===== config.mk =====
export PLATFORM = sky130hd
export DESIGN_NAME = mux_scan_sequencer_flat
export DESIGN_NICKNAME = d
export VERILOG_FILES = /design/src/rtl/mux_scan_if.sv /design/src/rtl/mux_scan_sequencer.sv /design/src/flat_wrapper.sv
export SDC_FILE = /design/constraint.sdc
export NUM_CORES = 1
export LEC_CHECK = 0
export CORE_MARGIN = 2
export CORE_UTILIZATION = 47
export CTS_CLUSTER_SIZE = 10
export DETAILED_ROUTE_END_ITERATION = 6
export HOLD_SLACK_MARGIN = 0.08
export PLACE_DENSITY = 0.78
export SYNTH_ARGS = -nofsm -noshare
export SYNTH_HDL_FRONTEND = slang
export SYNTH_SLANG_ARGS = --single-unit

===== constraint.sdc =====
create_clock -name clk -period 1.81 [get_ports clk]
set_clock_uncertainty 0.05 [all_clocks]
set_input_delay 0.2715 -clock clk [delete_from_list [all_inputs] [get_ports clk]]
set_output_delay 0.2715 -clock clk [all_outputs]
set_load 0.02 [all_outputs]

===== src/rtl/mux_scan_if.sv =====
// Handshake and mux-drive bundle between an upstream word source and the mux scan sequencer.
interface mux_scan_if;
    logic [7:0] in_data;
    logic       in_valid;
    logic       in_ready;
    logic       flush;
    logic [7:0] word;
    logic [2:0] sel;
    logic       bit_valid;
    logic       last;
    logic       done;
    logic [7:0] frame_cnt;

    modport master (
        output in_data, in_valid, flush,
        input  in_ready, word, sel, bit_valid, last, done, frame_cnt
    );

    modport slave (
        input  in_data, in_valid, flush,
        output in_ready, word, sel, bit_valid, last, done, frame_cnt
    );
endinterface


===== src/rtl/mux_scan_sequencer.sv =====
// Serializes one 8-bit word per handshake by stepping an 8:1 mux select across all positions,
// with optional inter-frame gap, flush, completion pulse and frame counter.
module mux_scan_sequencer #(
    parameter bit          MSB_FIRST  = 1'b0,
    parameter int unsigned GAP_CYCLES = 1
) (
    input  logic       clk,
    input  logic       rst_n,
    mux_scan_if.slave  bus
);

    localparam int unsigned GAP_W      = 4;
    localparam logic [2:0]  SEL_FIRST  = MSB_FIRST ? 3'd7 : 3'd0;
    localparam logic [2:0]  SEL_FINAL  = MSB_FIRST ? 3'd0 : 3'd7;
    localparam bit          GAP_ZERO   = (GAP_CYCLES == 0);
    localparam logic [GAP_W-1:0] GAP_LAST =
        GAP_ZERO ? GAP_W'(0) : GAP_W'(GAP_CYCLES - 1);

    typedef enum logic [1:0] {
        IDLE  = 2'd0,
        SHIFT = 2'd1,
        GAP   = 2'd2
    } state_t;

    state_t state, state_nxt;

    logic [7:0]       word_q, word_d;
    logic [2:0]       sel_q, sel_d;
    logic             bit_valid_q, bit_valid_d;
    logic             last_q, last_d;
    logic             done_q, done_d;
    logic [7:0]       frame_cnt_q, frame_cnt_d;
    logic [GAP_W-1:0] gap_cnt_q, gap_cnt_d;

    logic       in_ready_c;
    logic       accept;
    logic [2:0] sel_step;

    assign accept   = bus.in_valid && in_ready_c;
    assign sel_step = MSB_FIRST ? (sel_q - 3'd1) : (sel_q + 3'd1);

    // State register
    always_ff @(posedge clk or negedge rst_n) begin
        if (!rst_n) begin
            state <= IDLE;
        end else begin
            state <= state_nxt;
        end
    end

    // Next-state logic; flush overrides everything but reset
    always_comb begin
        state_nxt = state;
        if (bus.flush) begin
            state_nxt = IDLE;
        end else begin
            case (state)
                IDLE: begin
                    if (accept) state_nxt = SHIFT;
                end
                SHIFT: begin
                    if (last_q) begin
                        if (!GAP_ZERO)   state_nxt = GAP;
                        else if (accept) state_nxt = SHIFT;
                        else             state_nxt = IDLE;
                    end
                end
                GAP: begin
                    if (gap_cnt_q == GAP_LAST) state_nxt = IDLE;
                end
                default: state_nxt = IDLE;
            endcase
        end
    end

    // Output logic: ready plus next values of the registered outputs
    always_comb begin
        in_ready_c  = 1'b0;
        word_d      = word_q;
        sel_d       = sel_q;
        bit_valid_d = bit_valid_q;
        last_d      = 1'b0;
        done_d      = 1'b0;
        frame_cnt_d = frame_cnt_q;
        gap_cnt_d   = gap_cnt_q;

        case (state)
            IDLE:    in_ready_c = !bus.flush;
            SHIFT:   in_ready_c = last_q && GAP_ZERO && !bus.flush;
            default: in_ready_c = 1'b0;
        endcase

        if (bus.flush) begin
            bit_valid_d = 1'b0;
        end else begin
            if (state == SHIFT) begin
                if (last_q) begin
                    done_d      = 1'b1;
                    frame_cnt_d = frame_cnt_q + 8'd1;
                    bit_valid_d = 1'b0;
                    gap_cnt_d   = '0;
                end else begin
                    sel_d  = sel_step;
                    last_d = (sel_step == SEL_FINAL);
                end
            end
            if (state == GAP) begin
                gap_cnt_d = gap_cnt_q + GAP_W'(1);
            end
            // A back-to-back accept in the last cycle restarts the frame without a bubble
            if (accept) begin
                word_d      = bus.in_data;
                sel_d       = SEL_FIRST;
                bit_valid_d = 1'b1;
                last_d      = 1'b0;
            end
        end
    end

    // Output registers
    always_ff @(posedge clk or negedge rst_n) begin
        if (!rst_n) begin
            word_q      <= 8'h00;
            sel_q       <= 3'd0;
            bit_valid_q <= 1'b0;
            last_q      <= 1'b0;
            done_q      <= 1'b0;
            frame_cnt_q <= 8'h00;
            gap_cnt_q   <= '0;
        end else begin
            word_q      <= word_d;
            sel_q       <= sel_d;
            bit_valid_q <= bit_valid_d;
            last_q      <= last_d;
            done_q      <= done_d;
            frame_cnt_q <= frame_cnt_d;
            gap_cnt_q   <= gap_cnt_d;
        end
    end

    assign bus.in_ready  = in_ready_c;
    assign bus.word      = word_q;
    assign bus.sel       = sel_q;
    assign bus.bit_valid = bit_valid_q;
    assign bus.last      = last_q;
    assign bus.done      = done_q;
    assign bus.frame_cnt = frame_cnt_q;

endmodule

===== src/flat_wrapper.sv =====
// flat-port wrapper written by rule: the top's interface ports become plain ports
module mux_scan_sequencer_flat 
#(
    parameter bit          MSB_FIRST  = 1'b0,
    parameter int unsigned GAP_CYCLES = 1
)
  (clk, rst_n, bus_in_data, bus_in_valid, bus_flush, bus_in_ready, bus_word, bus_sel, bus_bit_valid, bus_last, bus_done, bus_frame_cnt);
  mux_scan_if bus_i ();
  input  logic clk;
  input  logic rst_n;
  input wire logic [$bits(bus_i.in_data)-1:0] bus_in_data;
  input wire logic [$bits(bus_i.in_valid)-1:0] bus_in_valid;
  input wire logic [$bits(bus_i.flush)-1:0] bus_flush;
  output wire logic [$bits(bus_i.in_ready)-1:0] bus_in_ready;
  output wire logic [$bits(bus_i.word)-1:0] bus_word;
  output wire logic [$bits(bus_i.sel)-1:0] bus_sel;
  output wire logic [$bits(bus_i.bit_valid)-1:0] bus_bit_valid;
  output wire logic [$bits(bus_i.last)-1:0] bus_last;
  output wire logic [$bits(bus_i.done)-1:0] bus_done;
  output wire logic [$bits(bus_i.frame_cnt)-1:0] bus_frame_cnt;
  assign bus_i.in_data = bus_in_data;
  assign bus_i.in_valid = bus_in_valid;
  assign bus_i.flush = bus_flush;
  assign bus_in_ready = bus_i.in_ready;
  assign bus_word = bus_i.word;
  assign bus_sel = bus_i.sel;
  assign bus_bit_valid = bus_i.bit_valid;
  assign bus_last = bus_i.last;
  assign bus_done = bus_i.done;
  assign bus_frame_cnt = bus_i.frame_cnt;
  mux_scan_sequencer #(.MSB_FIRST(MSB_FIRST), .GAP_CYCLES(GAP_CYCLES)) u_core (.clk(clk), .rst_n(rst_n), .bus(bus_i));
endmodule

After elaboration in Yosys (flattened, before gate mapping)
Index checks and enable logic that the tools add are counted.

Reductions and logical operators: 15. Equal/unequal tests: 7. Bitwise gates (word level): 1. $add $sub $neg: 3. Mux-type cells: 23.

Operators by type and width (number): $mux W1 (12); $mux W4 (3); $reduce_and A3 Y1 (4); $mux W3 (3); $ne A3 B2 Y1 const B (3); $add A8 B1 Y8 const B (1); $mux W2 (4); $pmux W2 S3 (1); $reduce_bool A2 Y1 (3); $reduce_bool A3 Y1 (2); $add A4 B1 Y4 const B (1); $logic_not A4 Y1 (1); $reduce_and A2 Y1 (2); $add A3 B1 Y3 const B (1); $eq A3 B3 Y1 const B (1); $eq A2 B1 Y1 const B (1); $eq A2 B2 Y1 const B (1); $logic_not A2 Y1 (1); $ne A2 B2 Y1 const B (1); $logic_and A1 B1 Y1 (1); $logic_not A1 Y1 (1); $not A1 Y1 (1).

Output and inout bits: 23. Bits in registers: 28. Word-level logic and storage cells: 57. Input port bits: 12.

Depth between registers and ports, before layout
Word-level depth: 6. Gate-level depth with buffers: 7. Depth with buffers taken out: 6.

Least setup slack after synthesis
OpenSTA, ideal clock, no wires.

Kind: register to register. Start: register u_core.state[1]. End: register u_core.word_q[0] (netlist: u_core.bus.word[0]). Setup slack: -0.064 ns. Data required time: 1.635 ns. Stages on the path, launching flop included: 7. Buffers on the path: 1. Data arrival time: 1.700 ns. Cells stage by stage: dfrtp_1 > inv_1 > ha_1 > nor2b_1 > and2_4 > buf_6 > mux2_2.

Cells in the longest elaborated chain, start to end: 4.

Ends and longest elaborated chain: start: declaration (line mux_scan_sequencer.sv:25) `state_t state, state_nxt;`; start signal: assignment (line mux_scan_sequencer.sv:47) `state <= state_nxt;`; $logic_not A2 Y1 (line mux_scan_sequencer.sv:87) `case (state)`; $mux W1 (line mux_scan_sequencer.sv:87); via bus_in_ready (line flat_wrapper.sv:14) `output wire logic [$bits(bus_i.in_ready)-1:0] bus_in_ready;`; $logic_and A1 B1 Y1 (line mux_scan_sequencer.sv:39) `assign accept = bus.in_valid && in_ready_c;`; $reduce_and A2 Y1 (no line); end signal: assignment (line mux_scan_sequencer.sv:131) `word_q <= word_d;`; end: declaration (line mux_scan_sequencer.sv:27) `logic [7:0] word_q, word_d;`.

The timed path passes the listed nets, and every way through them passes these cells. A chain may end at the register's enable or synchronous reset.

Final worst setup path
Start: register u_core.frame_cnt_q[2] (netlist: u_core.bus.frame_cnt[2]). End: output port bus_frame_cnt[2].

RTL lines: start: declaration (line mux_scan_sequencer.sv:32) `logic [7:0] frame_cnt_q, frame_cnt_d;`; start signal: assignment (line mux_scan_sequencer.sv:136) `frame_cnt_q <= frame_cnt_d;`; end: declaration (line flat_wrapper.sv:20) `output wire logic [$bits(bus_i.frame_cnt)-1:0] bus_frame_cnt;`.

No word-level cell between the ends.

==> flow_metrics.tcl <==
set metrics [dict create \
    outcome "completed" \
    final_hold_viol_count 0 \
    setup_violations 0 \
    avgViaCountPerCell 5.10 \
    max_slew.worst_pin.slew_ps 439 \
    vdd_drop_max_mv 0.900 \
    grt_pass1_vias 1006 \
    dpl.hpwl_um 1810 \
    timing.critical_path.required_ps 1490 \
    totalWireLength_um 2410 \
    die_height_um 57.0 \
    synth_top_area_cell "sky130_fd_sc_hd__dfrtp_1" \
    timing.critical_path.fanout_max 5 \
    ctsHtreeMaxLevel 1 \
    drc_errors 0 \
    final_net_count 175 \
    ys_top_cells_by_area "sky130_fd_sc_hd__dfrtp_1 53%, sky130_fd_sc_hd__ha_1 8.5%, sky130_fd_sc_hd__mux2_2 8.5%, sky130_fd_sc_hd__xnor2_1 4.6%, sky130_fd_sc_hd__inv_1 2.3%" \
    die_area_sq_um 3250 \
    placedInstanceArea_sq_um 1740 \
    maxSlewHeadroom 0.704 \
    synthesis.nets 130 \
    cts_buffers 3 \
    design_area_sq_um 1800 \
    core_region_area_sq_um 2710 \
    ant_nets 0 \
    number_of_placed_instances_with_taps_included 180 \
    ys_async_sr_fraction 1.00 \
    ys_ff_latch 28 \
    crit_buf_inv 1 \
    multi_input_gate_area_in_the_final_layout_sq_um 576 \
    antenna_found_initial 0 \
    grt_first_pass_wirelength_um 4210 \
    track_usage 0.165 \
    synthCells 109 \
    critPathMaxStageDelay_ps 640 \
    cellPowerDensity_nw_per_um2 1280 \
    synth-main-ff-cell "sky130_fd_sc_hd__dfrtp_1" \
    seq_power_share 0.393 \
    clk_path_buf_depth 2 \
    worstSetupEndpointType "output port" \
    synth_edf_count 0 \
    sw_frac_of_total 0.335 \
    port-buffer-count 34 \
    synth.yosys.warnings 0 \
    grt_start_max_net_pins 29 \
    layoutNonFillerInstCount 184 \
    cts.reportedPaths.clkPinSlew_ps 150 \
    avgRoutedWirePerCell_um 13.1 \
    sequential_cell_area_sq_um 702 \
    share_of_yosys_cell_area_claimed_by_the_top_area_cell_type 0.531 \
    placement_rows 19 \
    critical-path-slowest-cell "sky130_fd_sc_hd__clkdlybuf4s50_1" \
    cts_tree "yes" \
    arrival_ps 1410 \
    drt-pass1-iter-count 2 \
    post_synth.cell_area_avg_sq_um 12.1 \
    post_synthesis_instance_area_sq_um 1320 \
    synthDistinctLibCells 26 \
    critPathTopFamily "buffers and inverters" \
    clock_power_share 0.178 \
    drive_gt1_frac 0.190 \
    slew_violations 0 \
    total_leakage_power_nw 0.868 \
    filler_cell_count 227 \
    worstSetupStartpointType "flip-flop" \
    floorplan.die.width_um 57.0 \
    numClockSinks 28 \
    combinationalPowerShare 0.429 \
    intPower_w 0.00153 \
    cap_viol_max_count 0 \
    finalWeightedCongestion 0.714 \
    min-delay-path-class "input pin to asynchronous set/reset pin" \
    detail_route.iter0.violations 6 \
    ctsRootBufferMaster "sky130_fd_sc_hd__clkbuf_4" \
    r2r_slack_ps 130 \
    ys_seq_area_frac 0.531 \
    vias 939 \
    clock_latency_of_the_later_clocked_register_in_the_worst_skew_pair_ps 330 \
    cp_cell_sequence "clkdlybuf4s50_1" \
    switching_power_w 0.000771 \
    grt-ovfl-total 0 \
    critical_path_class "flip-flop to output port" \
    finalCriticalPeriod_ps 1740 \
    num_io_pins 35 \
    final.period_utilization 0.959 \
    start_util 0.487 \
    maxClockFrequency_mhz 576 \
    antenna_cells_inserted 0 \
    areaGrowthSynthToFinish_pct 36.3 \
]
## synthesized netlist by cell type (all sizes together) (2+ instances only)
cell,number
nor2b,2
a22o,2
mux2,10
ha,9
buf,2
nand2,8
o21ai,4
nor2,4
nand2b,3
nand3,5
xnor2,7
mux2i,2
dfrtp,28
nand4,2
inv,8
xor2,3
## logic make-up (layout without fill, tap and decap cells)
family / after synthesis / count (layout) / synth area share
mux: 12 / 12 / 0.100
compound gates: 10 / 10 / 0.0512
simple gates: 30 / 30 / 0.126
flops: 28 / 28 / 0.531
buf+inv: 10 / 54 / 0.0398
xor+xnor: 10 / 10 / 0.0664
fa+ha+maj: 9 / 9 / 0.0853
## area by class of cell
cell class | instances | share of cell area
clock inverters | 1 | 0.0167
well taps | 31 | 0.0216
inverters | 8 | 0.0167
flip-flops and latches | 28 | 0.390
multi-input cells | 71 | 0.320
clock buffers | 3 | 0.0125
repair buffers | 42 | 0.223
## final timing paths
kind	start	depth (start not counted)	to
max	u_core.bus.frame_cnt[2]$_DFFE_PN0P_	1	bus_frame_cnt[2]
min	rst_n	2	u_core.gap_cnt_q[0]$_DFFE_PN0P_
max reg2reg	u_core.state[1]$_DFFE_PN0P_	7	u_core.bus.frame_cnt[6]$_DFFE_PN0P_
min reg2reg	u_core.bus.frame_cnt[7]$_DFFE_PN0P_	1	u_core.bus.frame_cnt[7]$_DFFE_PN0P_
max in group asynchronous	rst_n	2	u_core.bus.frame_cnt[0]$_DFFE_PN0P_
min in group clk	u_core.bus.frame_cnt[7]$_DFFE_PN0P_	1	u_core.bus.frame_cnt[7]$_DFFE_PN0P_
## stage by stage
| step | utilization | setup WS (ps) | hold slack, ps | power, W | TNS, ps |
|---|---|---|---|---|---|
| 3_5_place_dp | 0.642 | -33.1 | 416 | 0.00192 | -49.8 |
| 4_1_cts | 0.662 | 19.5 | 252 | 0.00233 | 0 |
| 6_report | 0.664 | 74.4 | 249 | 0.00230 | 0 |
| 3_3_place_gp | 0.642 | 25.2 | 409 | 0.00188 | 0 |
| 2_1_floorplan | - | 80.9 | -74.1 | 0.00147 | 0 |
| 5_1_grt | 0.664 | -0.117 | 269 | 0.00245 | -0.117 |
## layer usage
layer / GRT usage / part of all wire
met5: 0 / 0
met4: 0.0698 / 0.023
met3: 0.0385 / 0.052
met2: 0.287 / 0.50
met1: 0.196 / 0.43
## power groups by stage
stage | combinational [W] | sequential (W) | clock (W)
after global placement | 0.000966 | 0.000910 | 0
after detailed placement | 0.000996 | 0.000921 | 0
after floorplan | 0.000403 | 0.00106 | 0
after global routing | 0.00108 | 0.000930 | 0.000439
final | 0.000987 | 0.000904 | 0.000410
after CTS | 0.00100 | 0.000906 | 0.000426
## state kept, by name (all words and copies together), names as in the netlist
| register | cells |
|---|---|
| u_core.bus.last | 1 |
| u_core.bus.sel | 3 |
| u_core.bus.done | 1 |
| u_core.state | 2 |
| u_core.bus.bit_valid | 1 |
| u_core.gap_cnt_q | 4 |
| u_core.bus.word | 8 |
| u_core.bus.frame_cnt | 8 |
## worst reg2reg max path: cells and delay by family (launching register included)
family,cells,cell delay [ps]
flops,1,410
fa+ha+maj,1,200
xor+xnor,1,150
buf+inv,2,180
simple gates,3,580
## placed cells by master (no fill, tap or decap), types with 2 or more instances in the layout
master / instances
sky130_fd_sc_hd__inv_1: 8
sky130_fd_sc_hd__buf_4: 8
sky130_fd_sc_hd__nand2_1: 8
sky130_fd_sc_hd__ha_1: 9
sky130_fd_sc_hd__nor2_1: 4
sky130_fd_sc_hd__xnor2_1: 7
sky130_fd_sc_hd__dlymetal6s2s_1: 2
sky130_fd_sc_hd__clkbuf_4: 3
sky130_fd_sc_hd__nand2b_1: 3
sky130_fd_sc_hd__dfrtp_1: 27
sky130_fd_sc_hd__nand3_1: 5
sky130_fd_sc_hd__nand4_1: 2
sky130_fd_sc_hd__o21ai_0: 4
sky130_fd_sc_hd__mux2i_1: 2
sky130_fd_sc_hd__clkdlybuf4s50_1: 31
sky130_fd_sc_hd__xor2_1: 3
sky130_fd_sc_hd__a22o_1: 2
sky130_fd_sc_hd__mux2_2: 10
## what timing repair did
| action | in CTS | in global routing |
|---|---|---|
| cloned | 0 | 0 |
| pin swaps | 0 | 0 |
| setup buffers | 0 | 0 |
| hold buffers | 0 | 0 |
| setup endpoints to repair | 1 | 5 |
| resized for setup | 3 | 5 |
Note: power is estimated with default switching activity, not from simulation.
